===== src/rtl/fetch_pkg.sv =====
// Shared fetch-stage types: FSM states, bubble encoding and the IF/ID payload
// consumed by the decode stage.
package fetch_pkg;

    typedef enum logic [1:0] {
        BOOT  = 2'd0,
        RUN   = 2'd1,
        FAULT = 2'd2
    } fetch_state_t;

    localparam logic [31:0] NOP_INSTR = 32'h0000_0013;

    typedef struct packed {
        logic [31:0] instr;
        logic [31:0] pc;
        logic [31:0] pc_plus4;
        logic        valid;
    } if_id_t;

endpackage


===== src/rtl/fetch_stage_if.sv =====
// Fetch-stage bus: hazard/redirect controls in, instruction-memory port and
// IF/ID contents out. master is the fetch stage, slave is its environment.
interface fetch_stage_if;

    logic        stall;
    logic        redirect;
    logic [31:0] redirect_pc;
    logic [31:0] imem_addr;
    logic [31:0] imem_instr;
    logic [31:0] instr_d;
    logic [31:0] pc_d;
    logic [31:0] pc_plus4_d;
    logic        valid_d;
    logic        fetch_fault;

    modport master (
        input  stall, redirect, redirect_pc, imem_instr,
        output imem_addr, instr_d, pc_d, pc_plus4_d, valid_d, fetch_fault
    );

    modport slave (
        output stall, redirect, redirect_pc, imem_instr,
        input  imem_addr, instr_d, pc_d, pc_plus4_d, valid_d, fetch_fault
    );

endinterface


===== src/rtl/fetch_stage_if_id_reg.sv =====
// IF/ID pipeline register: loads on enable, flush forces a bubble and wins
// over enable; reset also leaves a bubble.
module if_id_reg
    import fetch_pkg::*;
#(
    parameter logic [31:0] BUBBLE_INSTR = 32'h0000_0013
) (
    input  logic   clk,
    input  logic   rst,
    input  logic   en_i,
    input  logic   flush_i,
    input  if_id_t d_i,
    output if_id_t q_o
);

    if_id_t bubble_s;
    if_id_t data_q;

    assign bubble_s = '{instr: BUBBLE_INSTR, pc: 32'd0, pc_plus4: 32'd0, valid: 1'b0};

    // Pipeline register with flush priority over enable
    always_ff @(posedge clk) begin
        if (rst) begin
            data_q <= bubble_s;
        end else if (flush_i) begin
            data_q <= bubble_s;
        end else if (en_i) begin
            data_q <= d_i;
        end else begin
            data_q <= data_q;
        end
    end

    assign q_o = data_q;

endmodule


===== src/rtl/fetch_stage.sv =====
// RV32I fetch stage: program counter, next-PC selection, fetch-fault trap and
// BOOT/RUN/FAULT control feeding the IF/ID register.
module fetch_stage
    import fetch_pkg::*;
#(
    parameter logic [31:0] RESET_PC   = 32'h0000_0000,
    parameter int          IMEM_BYTES = 256,
    parameter logic [31:0] NOP_INSTR  = fetch_pkg::NOP_INSTR
) (
    input logic           clk,
    input logic           rst,
    fetch_stage_if.master bus
);

    // Highest word-aligned address still fully inside instruction memory.
    localparam logic [31:0] LAST_PC = 32'(IMEM_BYTES - 4);

    fetch_state_t state_q, state_d;
    logic [31:0]  pc_q, next_pc_d;
    logic         fault_q, fault_d;
    logic [31:0]  pc_plus4_s;
    logic         bad_pc_s;
    logic         ifid_en_s;
    logic         ifid_flush_s;
    if_id_t       ifid_in_s;
    if_id_t       ifid_out_s;

    assign pc_plus4_s = pc_q + 32'd4;
    assign bad_pc_s   = (pc_q[1:0] != 2'b00) || (pc_q > LAST_PC);

    // Next-state, next-PC and IF/ID control
    always_comb begin
        state_d      = state_q;
        next_pc_d    = pc_q;
        fault_d      = fault_q;
        ifid_en_s    = 1'b0;
        ifid_flush_s = 1'b0;
        case (state_q)
            BOOT: begin
                state_d      = RUN;
                ifid_flush_s = 1'b1;
                if (bus.redirect) begin
                    next_pc_d = bus.redirect_pc;
                end else begin
                    next_pc_d = pc_q;
                end
            end
            RUN: begin
                // A same-cycle redirect replaces the faulting PC before it traps.
                if (bus.redirect) begin
                    next_pc_d    = bus.redirect_pc;
                    ifid_flush_s = 1'b1;
                end else if (bad_pc_s) begin
                    state_d      = FAULT;
                    fault_d      = 1'b1;
                    ifid_flush_s = 1'b1;
                end else if (bus.stall) begin
                    next_pc_d = pc_q;
                end else begin
                    next_pc_d = pc_plus4_s;
                    ifid_en_s = 1'b1;
                end
            end
            FAULT: begin
                ifid_flush_s = 1'b1;
            end
            default: begin
                state_d      = BOOT;
                ifid_flush_s = 1'b1;
            end
        endcase
    end

    // PC, fault flag and FSM state registers
    always_ff @(posedge clk) begin
        if (rst) begin
            state_q <= BOOT;
            pc_q    <= RESET_PC;
            fault_q <= 1'b0;
        end else begin
            state_q <= state_d;
            pc_q    <= next_pc_d;
            fault_q <= fault_d;
        end
    end

    assign ifid_in_s = '{instr: bus.imem_instr, pc: pc_q, pc_plus4: pc_plus4_s, valid: 1'b1};

    if_id_reg #(
        .BUBBLE_INSTR(NOP_INSTR)
    ) u_if_id_reg (
        .clk    (clk),
        .rst    (rst),
        .en_i   (ifid_en_s),
        .flush_i(ifid_flush_s),
        .d_i    (ifid_in_s),
        .q_o    (ifid_out_s)
    );

    assign bus.imem_addr   = pc_q;
    assign bus.instr_d     = ifid_out_s.instr;
    assign bus.pc_d        = ifid_out_s.pc;
    assign bus.pc_plus4_d  = ifid_out_s.pc_plus4;
    assign bus.valid_d     = ifid_out_s.valid;
    assign bus.fetch_fault = fault_q;

endmodule


===== src/flat_wrapper.sv =====
// flat-port wrapper written by rule: the top's interface ports become plain ports
module fetch_stage_flat import fetch_pkg::*;
#(
    parameter logic [31:0] RESET_PC   = 32'h0000_0000,
    parameter int          IMEM_BYTES = 256,
    parameter logic [31:0] NOP_INSTR  = fetch_pkg::NOP_INSTR
)
  (clk, rst, bus_stall, bus_redirect, bus_redirect_pc, bus_imem_instr, bus_imem_addr, bus_instr_d, bus_pc_d, bus_pc_plus4_d, bus_valid_d, bus_fetch_fault);
  fetch_stage_if bus_i ();
  input logic clk;
  input logic rst;
  input wire logic [$bits(bus_i.stall)-1:0] bus_stall;
  input wire logic [$bits(bus_i.redirect)-1:0] bus_redirect;
  input wire logic [$bits(bus_i.redirect_pc)-1:0] bus_redirect_pc;
  input wire logic [$bits(bus_i.imem_instr)-1:0] bus_imem_instr;
  output wire logic [$bits(bus_i.imem_addr)-1:0] bus_imem_addr;
  output wire logic [$bits(bus_i.instr_d)-1:0] bus_instr_d;
  output wire logic [$bits(bus_i.pc_d)-1:0] bus_pc_d;
  output wire logic [$bits(bus_i.pc_plus4_d)-1:0] bus_pc_plus4_d;
  output wire logic [$bits(bus_i.valid_d)-1:0] bus_valid_d;
  output wire logic [$bits(bus_i.fetch_fault)-1:0] bus_fetch_fault;
  assign bus_i.stall = bus_stall;
  assign bus_i.redirect = bus_redirect;
  assign bus_i.redirect_pc = bus_redirect_pc;
  assign bus_i.imem_instr = bus_imem_instr;
  assign bus_imem_addr = bus_i.imem_addr;
  assign bus_instr_d = bus_i.instr_d;
  assign bus_pc_d = bus_i.pc_d;
  assign bus_pc_plus4_d = bus_i.pc_plus4_d;
  assign bus_valid_d = bus_i.valid_d;
  assign bus_fetch_fault = bus_i.fetch_fault;
  fetch_stage #(.RESET_PC(RESET_PC), .IMEM_BYTES(IMEM_BYTES), .NOP_INSTR(NOP_INSTR)) u_core (.clk(clk), .rst(rst), .bus(bus_i));
endmodule

===== config.mk =====
export PLATFORM = sky130hd
export DESIGN_NAME = fetch_stage_flat
export DESIGN_NICKNAME = d
export VERILOG_FILES = /design/src/rtl/fetch_pkg.sv /design/src/rtl/fetch_stage_if.sv /design/src/rtl/fetch_stage_if_id_reg.sv /design/src/rtl/fetch_stage.sv /design/src/flat_wrapper.sv
export SDC_FILE = /design/constraint.sdc
export NUM_CORES = 1
export LEC_CHECK = 0
export ABC_AREA = 1
export BUFFER_PORTS_ARGS = -buffer_cell sky130_fd_sc_hd__buf_2
export CAP_MARGIN = 20
export CORE_MARGIN = 2
export CORE_UTILIZATION = 47
export DETAILED_ROUTE_END_ITERATION = 10
export GPL_ROUTABILITY_DRIVEN = 0
export PLACE_DENSITY_LB_ADDON = 0.05
export SYNTH_ARGS = -nofsm -noshare
export SYNTH_HDL_FRONTEND = slang
export SYNTH_HIERARCHICAL = 1
export SYNTH_SLANG_ARGS = --single-unit

===== constraint.sdc =====
create_clock -name clk -period 2.31 [get_ports clk]
set_input_delay 0.693 -clock clk [delete_from_list [all_inputs] [get_ports clk]]
set_output_delay 0.693 -clock clk [all_outputs]
set_load 0.005 [all_outputs]

==> run summary <==
Area Overhead vs Synth = 28.6%
Top cell type's share of synthesized area = 0.399
Ant diodes = 0
Met3 Use GR = 0.0567
Status = finished, final reports clean
Layout fillers = 1,373
DRC viols = 0
Min Hold Slack = 451 ps
Final Hold Fails = 0
Sequential area share after synthesis = 0.399
Placed cell area = 7900 sq um
RSZ-0062 raised after global routing = false
Average instance area after synthesis = 6.11 sq um
Hold-fix buffers, CTS = 0
CP Capture Type = flop
Setup TNS = 0 ps
Clk root buf = clkbuf_16
Io pins = 198
Ys Warns = 6
Finished layout cell area = 8520 sq um
Post-detail-place hpwl = 12,600 um
Slew Limit Fails = 0
Crit start category = flop
H-Tree Depth = 4
GR Util met2 = 0.395
M1 GR Usage = 0.306
DRT antenna net count = 0
Die footprint = 15,100 sq um
Via density = 4.50
First-pass GRT wire length = 28,300 um
CP Data Arrival Time = 2290 ps
Synthesized Nets = 1,154
TritonCTS clock tree = done
Tcrit/Tclk final = 0.856
CORE AREA = 13,800 sq um
Max Fanout on Critical Path = 30
Largest net degree at the start of global routing = 81
Post-synth cell types = 31
First-pass DRT Iterations = 5
Gr ovfl total = 0
Die H = 123 um
Final wirelength = 17,800 um
Final std cells w/o fill = 1,481
Synthesized instance count = 1,085
Starting density of the core = 0.479
Global-route usage over all layers = 0.238
Biggest area consumer among synthesized cells = dfxtp_1
Total CTS buffers = 17
Setup Buffers After CTS = 0
Max Clock Freq = 0.506 GHz
Port Buffers = 197
Vias in the first global route = 5,995
Later-pin clock latency in the skew report = 420 ps
FP Rows = 43
Most frequent cells in the layout = 355 x nand2_1, 289 x nor2_1, 197 x buf_2, 159 x inv_1, 132 x dfxtp_1
Fraction of layout cells with a size suffix above 1 = 0.218
Clk buf depth = 2
Final net count = 1,358
Leak pwr = 4.05 nW
Gr busiest metal = met2
Clk sinks = 132
Die extent in x = 123 um
Crit Path Category = reg -> reg
Post-Syn Area = 6630 sq um
Min Tclk post-route = 1980 ps
Worst-case clock skew = 6.45 ps
PD cells = 710 nW/um^2
Worst hold path class = reg -> reg
Dpl cells = 1,450
Req. time, crit path = 2620 ps
Max-cap viol count = 0
Seq cells post-synth = 132
Peak VDD IR = 0.551 mV
Vias = 6,659
Clk slew on worst S/H paths = 60 ps
Post-CTS sizing = 0
Ranking of synthesized cells by area = dfxtp_1 40%, nand2_1 20%, nor2_1 16%
Finish-stage setup viols = 0
Initial antenna violation count = 0
Total power draw = 6.04 mW
Wirelength per Cell = 12.0 um
DRT iter0 DRCs = 309
Commonest non-fill, non-tap cell in the layout = nand2_1
[worst paths after layout]
kind	start	slack, ps	cells past startpoint	end
setup / recovery	u_core/bus.imem_addr[9]	330	10	u_core/u_if_id_reg/q_o[12]
hold / removal	u_core/u_if_id_reg/q_o[69]	450	2	u_core/u_if_id_reg/q_o[69]
setup reg to reg	u_core/bus.imem_addr[9]	330	10	u_core/u_if_id_reg/q_o[12]
hold reg to reg	u_core/u_if_id_reg/q_o[69]	450	2	u_core/u_if_id_reg/q_o[69]
[stage by stage]
stage / setup slack, ps / util
global placement: 173 / 0.571
finish: 332 / 0.616
CTS: 323 / 0.616
global route: 93.1 / 0.616
floorplan: 53.8 / -
detailed placement: 133 / 0.571
[cells in the mapped netlist (all sizes together)]
cell type and number:
nand2 357, nor2 293, inv 160, dfxtp 132
buf 42, nand3 31, xor2 14, o21ai 12
a21oi 9, or2 9, nand4 7, clkbuf 5
nor3 5, and2 2, nand3b 2, nor4 2
conb 1, ha 1, xnor2 1
[cell type report]
cell class              count  area (sq um)  area share
well taps                 180           225      0.0264
clock inverters             8           150      0.0176
clock buffers              23           468      0.0549
multi-input cells         746          3100       0.363
repair buffers            232          1340       0.157
flip-flops and latches    132          2640       0.310
inverters                 160           601      0.0705
[cells by family (layout without fill, tap and decap cells)]
group,after synthesis,count (layout),share of synthesized area
AND/OR/NAND/NOR,708,708,0.425
buffers and inverters,207,423,0.136
flip-flops,132,132,0.399
AO/OA/AOI/OAI,21,21,0.0181
XOR/XNOR,15,15,0.0198
adder cells (fa/ha/maj),1,1,0.00189
other,1,1,0.000566
[worst max-delay path: stages (launching register included)]
cell and delay (ps):
dfxtp_1 360, inv_1 120, nand3_1 140, nor2_1 180
nand4_1 250, nor2_4 220, buf_12 220, buf_12 190
nand2_1 80, nand2_1 70, nor2_1 40
[power breakdown]
part	switching [mW]	internal, mW
sequential	0.0827	2.35
clock	0.992	1.86
combinational	0.449	0.312
total	1.52	4.52
[flip-flops by register name (all words and copies together), names as in the netlist]
signal                  count
u_core/state_q              2
u_core/bus.imem_addr       32
u_core/bus.fetch_fault      1
u_core/u_if_id_reg/q_o     97
[layer usage]
| metal | wire [um] | part of all wire |
|---|---|---|
| met4 | 246 | 0.014 |
| met5 | 0 | 0 |
| met1 | 8290 | 0.47 |
| met2 | 8020 | 0.45 |
| met3 | 1230 | 0.069 |
Power figures use the tool's default switching activity.
